## src/rtl/sipo_pkg.sv

```systemverilog
// Shared types and defaults for the serial-to-parallel receiver.
package sipo_pkg;

   typedef enum logic {
      IDLE = 1'b0,
      RECV = 1'b1
   } state_t;

   localparam int unsigned DEF_DATA_W = 4;
   localparam int unsigned DEF_CNT_W  = 8;

   // Bit-counter width: enough to index DATA_W bits, never below one bit.
   function automatic int unsigned bcnt_width(input int unsigned data_w);
      int unsigned w;
      w = $clog2(data_w);
      return (w < 1) ? 1 : w;
   endfunction

endpackage

```

## src/rtl/sipo_rx.sv

```systemverilog
// Reassembles an LSB-first serial stream into words on a valid/ready port,
// with a single output buffer plus overrun and framing-error pulses.
module sipo_rx
   import sipo_pkg::*;
#(
   parameter int unsigned DATA_W = DEF_DATA_W,
   parameter int unsigned CNT_W  = DEF_CNT_W
) (
   input  logic              clk,
   input  logic              rst,
   input  logic              start,
   input  logic              bit_valid,
   input  logic              inbit,
   output logic [DATA_W-1:0] word_data,
   output logic              word_valid,
   input  logic              word_ready,
   output logic              overrun,
   output logic              frame_err,
   output logic [CNT_W-1:0]  word_cnt
);

   localparam int unsigned BCNT_W = bcnt_width(DATA_W);
   localparam logic [BCNT_W-1:0] LAST_BIT = BCNT_W'(DATA_W - 1);

   state_t              state,      state_n;
   logic [BCNT_W-1:0]   bit_cnt,    bit_cnt_n;
   logic [DATA_W-1:0]   shift_reg,  shift_n;
   logic [DATA_W-1:0]   word_data_n;
   logic                word_valid_n;
   logic                overrun_n;
   logic                frame_err_n;
   logic [CNT_W-1:0]    word_cnt_n;

   // Next-state, datapath and output-buffer decisions.
   always_comb begin
      state_n      = state;
      bit_cnt_n    = bit_cnt;
      shift_n      = shift_reg;
      word_data_n  = word_data;
      word_valid_n = word_valid;
      word_cnt_n   = word_cnt;
      overrun_n    = 1'b0;
      frame_err_n  = 1'b0;

      // A pure consume empties the buffer; a completion below may refill it.
      if (word_valid && word_ready) begin
         word_valid_n = 1'b0;
      end

      unique case (state)
         IDLE: begin
            if (start) begin
               state_n   = RECV;
               bit_cnt_n = '0;
               shift_n   = '0;
            end
         end
         RECV: begin
            if (start) begin
               // Restart; only an abandoned partial word is an error.
               frame_err_n = (bit_cnt != '0);
               bit_cnt_n   = '0;
               shift_n     = '0;
            end else if (bit_valid) begin
               shift_n = {inbit, shift_reg[DATA_W-1:1]};
               if (bit_cnt == LAST_BIT) begin
                  state_n   = IDLE;
                  bit_cnt_n = '0;
                  if (!word_valid || word_ready) begin
                     word_data_n  = shift_n;
                     word_valid_n = 1'b1;
                     word_cnt_n   = word_cnt + CNT_W'(1);
                  end else begin
                     overrun_n = 1'b1;
                  end
               end else begin
                  bit_cnt_n = bit_cnt + BCNT_W'(1);
               end
            end
         end
         default: begin
            state_n = IDLE;
         end
      endcase
   end

   // State and output registers, synchronous active-high reset.
   always_ff @(posedge clk) begin
      if (rst) begin
         state      <= IDLE;
         bit_cnt    <= '0;
         shift_reg  <= '0;
         word_data  <= '0;
         word_valid <= 1'b0;
         overrun    <= 1'b0;
         frame_err  <= 1'b0;
         word_cnt   <= '0;
      end else begin
         state      <= state_n;
         bit_cnt    <= bit_cnt_n;
         shift_reg  <= shift_n;
         word_data  <= word_data_n;
         word_valid <= word_valid_n;
         overrun    <= overrun_n;
         frame_err  <= frame_err_n;
         word_cnt   <= word_cnt_n;
      end
   end

endmodule

```

## config.mk

```make
export PLATFORM = sky130hd
export DESIGN_NAME = sipo_rx
export DESIGN_NICKNAME = d
export VERILOG_FILES = /design/src/rtl/sipo_pkg.sv /design/src/rtl/sipo_rx.sv
export SDC_FILE = /design/constraint.sdc
export NUM_CORES = 1
export LEC_CHECK = 0
export ABC_AREA = 1
export CORE_MARGIN = 4
export CORE_UTILIZATION = 59
export CTS_BUF_LIST = sky130_fd_sc_hd__clkbuf_16
export DETAILED_ROUTE_END_ITERATION = 6
export DONT_BUFFER_PORTS = 1
export PLACE_DENSITY = 0.75
export SYNTH_ARGS = -nofsm -noshare
export SYNTH_HDL_FRONTEND = slang
export SYNTH_SLANG_ARGS = --single-unit
```

## constraint.sdc

```tcl
create_clock -name clk -period 1.5 [get_ports clk]
set_input_delay 0.225 -clock clk [delete_from_list [all_inputs] [get_ports clk]]
set_output_delay 0.225 -clock clk [all_outputs]
set_load 0.02 [all_outputs]
```

Word-level counts from Yosys, hierarchy flattened. Cells that the tools add are included.

Register bits after elaboration: 22. Input bits: 6. Output and inout bits: 15.

$add $sub $neg: 2. Equal/unequal tests: 3. Mux-type cells: 21. Bitwise operators: 4. Reductions and logical operators: 8.

Operators with widths (count): two-way mux 4 bit (3); two-way mux 1 bit (11); adder 8 x 1 -> 8 bit, second input constant (1); two-way mux 2 bit (4); one-hot mux 4 bit (2 select lines) (1); AND reduction 5 bit (1); OR reduction 5 bit (1); inverter 1 bit (4); one-hot mux 2 bit (2 select lines) (1); != test 3 bit, second input constant (1); OR reduction 3 bit (1); adder 2 x 1 -> 2 bit, second input constant (1); equality test 2 bit, second input constant (1); != test 2 bit, second input constant (1); one-hot mux 1 bit (2 select lines) (1); AND reduction 2 bit (1); nonzero test 2 bit (1); logical AND 1 bit (1); logical NOT 1 bit (1); logical OR 1 bit (1).

Depth between registers and ports, before layout. Gate-level depths: netlist of the first run.

Depth in word-level cells: 7. Mapped depth: 9. Gate-level depth less buffers: 9.

Worst setup path after synthesis of the first run. Ideal clock, no wire load.

Path kind: flip-flop to flip-flop. From: reg word_cnt[1]. To: reg word_cnt[6]. Arrival time: 1.168 ns. Data required time: 1.387 ns. Slack: 0.219 ns. Stages on the path, launching flop included: 9. Clock period less this slack: 1.281 ns. Cell sequence: dfxtp_1 ha_1 nand2_1 nor2_1 nand2_1 nor2_2 nand2_1 nand2_1 nor2_1.

Word-level cells in the longest chain between the ends: 1.

RTL lines: start: declaration (RTL line sipo_rx.sv:19) `output logic [CNT_W-1:0] word_cnt`; start signal: assignment (RTL line sipo_rx.sv:106) `word_cnt <= word_cnt_n;`; adder 8 x 1 -> 8 bit (RTL line sipo_rx.sv:72) `word_cnt_n = word_cnt + CNT_W'(1);`.

Every way passes these cells. A chain may end at the register's enable or synchronous reset.

Worst setup path in the final report of the first run.
From: reg bit_cnt[0]. To: reg word_cnt[3].

Word-level cells in the longest chain between the ends: 2.

RTL lines: start: declaration (RTL line sipo_rx.sv:26) `logic [BCNT_W-1:0] bit_cnt, bit_cnt_n;`; start signal: assignment (RTL line sipo_rx.sv:100) `bit_cnt <= bit_cnt_n;`; equality test 2 bit (RTL line sipo_rx.sv:66) `if (bit_cnt == LAST_BIT) begin`; AND reduction 5 bit (no line).

Every way passes these cells.

==> impl_metrics.env, run 1 <==
export IMPL_wl_per_cell_um=12.3
export IMPL_finalWorstPathRequiredPeriod_ns=1.39
export IMPL_clkTransAtPathRegs_ns=0.05
export IMPL_cts_made_buffers=3
export IMPL_grt_pass1_vias=695
export IMPL_grt_busiest_layer="met2"
export IMPL_ir_drop_v=0.000722
export IMPL_synth_top_area_cell="dfxtp_1"
export IMPL_leakage_nw=0.423
export IMPL_grt_max_degree=15
export IMPL_syn_area_per_cell_um2=7.27
export IMPL_yosysTopAreaCellShare=0.463
export IMPL_hpwl_mm=1.34
export IMPL_skew_ns=0.00167
export IMPL_path_class="reg2reg"
export IMPL_grt_setup_unrepaired="no"
export IMPL_worst_path_buf_inv=1
export IMPL_initial_utilization=0.665
export IMPL_synthCells=125
export IMPL_vias_per_cell=5.33
export IMPL_synth_compound_area_frac=0.113
export IMPL_dp_cells=143
export IMPL_drc=0
export IMPL_grt_pass1_wl_mm=2.95
export IMPL_ys_seq_area_frac=0.463
export IMPL_critPathMaxFanout=8
export IMPL_status="complete, no violations"
export IMPL_use_met1=0.228
export IMPL_crit_required_ns=1.65
export IMPL_cts_root_buf="clkbuf_16"
export IMPL_die_area_mm2=0.00223
export IMPL_maxCapViolCount=0
export IMPL_clock_path_buffers=2
export IMPL_p_int_mw=0.926
export IMPL_core_area_mm2=0.00137
export IMPL_synth_edff_count=0
export IMPL_io_buffers=0
export IMPL_power_density_mw_per_mm2=1090
export IMPL_crit_chain="ha_1, nand2_1, inv_2, nand2_2, nor2_4, nand2_2, o21ai_1, nor2_1"
export IMPL_synth_top_family_by_area="simple AND/OR/NAND/NOR gates"
export IMPL_ys_seq_elements=21
export IMPL_cpMostUsedCell="nand2_2"
export IMPL_yosysMostFrequentCell="nand2_1"
export IMPL_yosys_area_share_simple=0.292
export IMPL_clock_latency_ns=0.25
export IMPL_cts_sinks=21
export IMPL_rows=13
export IMPL_postPlaceCellArea_um2=950
export IMPL_cp_top_family="simple AND/OR/NAND/NOR gates"
export IMPL_synth_warnings=0
export IMPL_critPathMaxStageDelay_ns=0.40
export IMPL_grt_overflow=0
export IMPL_yosysUniqueCellTypes=18
export IMPL_dpl_worst_slack_ns=0.0550
export IMPL_grt_usage=0.188
export IMPL_antenna_found_initial=0
export IMPL_switchingPower_mw=0.212
export IMPL_ctsHoldBuffers=0
export IMPL_cts_tree="built"
export IMPL_layout_nets=142
export IMPL_pwr_share_clk=0.478
export IMPL_final_cell_area_mm2=0.00104
export IMPL_drive_above_1_share=0.121
export IMPL_finalWirelength_mm=1.81
export IMPL_diodes=0
export IMPL_relSlewSlack=0.760
export IMPL_worstPathArrival_ns=1.54
export IMPL_synthXorXnorAreaFrac=0
export IMPL_synthesis_area_um2=908
export IMPL_setup_viol=0
export IMPL_antenna_left=0
export IMPL_netlist_top_cells_area="dfxtp_1 (46%), nand2_1 (16%), a21oi_1 (8.3%)"
export IMPL_async_flop_share=0
export IMPL_finalCritPeriodShare=0.929
export IMPL_hold_viol=0
export IMPL_crit_path_end_kind="flip-flop"
export IMPL_grtUsageMet3=0.0460
export IMPL_fp_dieH_um=47.2
export IMPL_worstSetupStartpointType="flip-flop"
export IMPL_slowest_stage="dfxtp_1"
export IMPL_setup_ws_ns=0.107
export IMPL_slew_violations=0
export IMPL_io_pins=21
export IMPL_postCtsSetupBuffers=0
export IMPL_synthesis_nets=134
export IMPL_area_growth_pct=14.6
export IMPL_synthAdderAreaFrac=0.0413
export IMPL_stdcell_count=147
export IMPL_largest_register_ffs=8
export IMPL_die_x_um=47.2
export IMPL_num_vias=784
export IMPL_hp_class="in2reg"
export IMPL_ys_top_cells_by_count="nand2_1 (39), dfxtp_1 (21), inv_1 (17)"
export IMPL_use_met2=0.305
export IMPL_fmax_mhz=718
export IMPL_firstDrtPassIters=4
export IMPL_hold_ws_ns=0.0385
export IMPL_switching_share=0.186
export IMPL_tns_ns=0
export IMPL_power_frac_comb=0.024
export IMPL_muxShareOfSynthArea=0
export IMPL_h_tree_depth=1
export IMPL_drt_iter0_markers=13
export IMPL_final_util=0.762
export IMPL_p_seq_frac=0.498
export IMPL_globalplace_congestion=0.769
export IMPL_synthFlopType="dfxtp_1"
export IMPL_power_total_mw=1.14
export IMPL_tightestPinTransition_ns=0.358
## metal layers
layer	wire, µm	part of all wire
met1	808	0.45
met2	847	0.47
met3	138	0.076
met4	17	0.0094
met5	0	0
## cells in the final DEF (no fill, tap or decap), types with 3 or more instances in the layout
master,count
a21oi_1,15
nand2_1,39
ha_1,3
inv_1,18
nor3_1,3
clkbuf_16,3
buf_4,5
nor2_4,3
dfxtp_1,21
nor2_1,11
## logic make-up after synthesis
| group | Yosys count |
|---|---|
| buf+inv | 20 |
| simple gates | 61 |
| compound gates | 20 |
| flops | 21 |
| fa+ha+maj | 3 |
## path summary, 6_finish.rpt
path	startpoint	end	slack (ns)	depth (start not counted)
setup / recovery	bit_cnt[0]$_SDFFE_PP0P_	word_cnt[3]$_SDFFE_PP0P_	0.11	8
setup reg to reg	bit_cnt[0]$_SDFFE_PP0P_	word_cnt[3]$_SDFFE_PP0P_	0.11	8
hold reg to reg	shift_reg[1]$_SDFFE_PP0P_	shift_reg[1]$_SDFFE_PP0P_	0.46	2
hold / removal	rst	word_cnt[1]$_SDFFE_PP0P_	0.04	1
## worst register-to-register path, cell delays in order, from the launching register on
cell and delay [ns]:
dfxtp_1 0.40, ha_1 0.19, nand2_1 0.07, inv_2 0.09, nand2_2 0.09, nor2_4 0.21
nand2_2 0.08, o21ai_1 0.12, nor2_1 0.05
## power groups by stage
stage / sequential (mW) / combinational, mW / clock (mW)
detailed placement: 0.578 / 0.0264 / 0
global placement: 0.578 / 0.0250 / 0
floorplan: 0.577 / 0.0244 / 0
global route: 0.566 / 0.0318 / 0.576
CTS: 0.566 / 0.0264 / 0.550
finish: 0.566 / 0.0271 / 0.544
## layout make-up
cell class / instances / area [µm²]
Sequential cell: 21 / 420
Multi-Input combinational cell: 84 / 418
Fill cell: 100 / 325
Clock buffer: 3 / 75.1
Inverter: 18 / 67.6
Timing Repair Buffer: 5 / 37.5
Tap cell: 15 / 18.8
Clock inverter: 1 / 3.75
## repair_timing
| item | 4_1_cts | 5_1_grt |
|---|---|---|
| endpoints found under the hold margin | 0 | 0 |
| endpoints found under the setup margin | 0 | 2 |
| gates resized for setup | 0 | 2 |
Note: power is estimated with default switching activity, not from simulation.
==> inputs of run 2 (changes only) <==
==> constraint.sdc (replaced) <==
create_clock -name clk -period 1.5 [get_ports clk]
set_input_delay 0.3 -clock clk [delete_from_list [all_inputs] [get_ports clk]]
set_output_delay 0.3 -clock clk [all_outputs]
set_load 0.02 [all_outputs]
==> results of run 2 <==
The final DEF is identical to that of run 1. Status: complete, no violations.
Main changes from that run: hold slack 0.0385 ns -> 0.114 ns
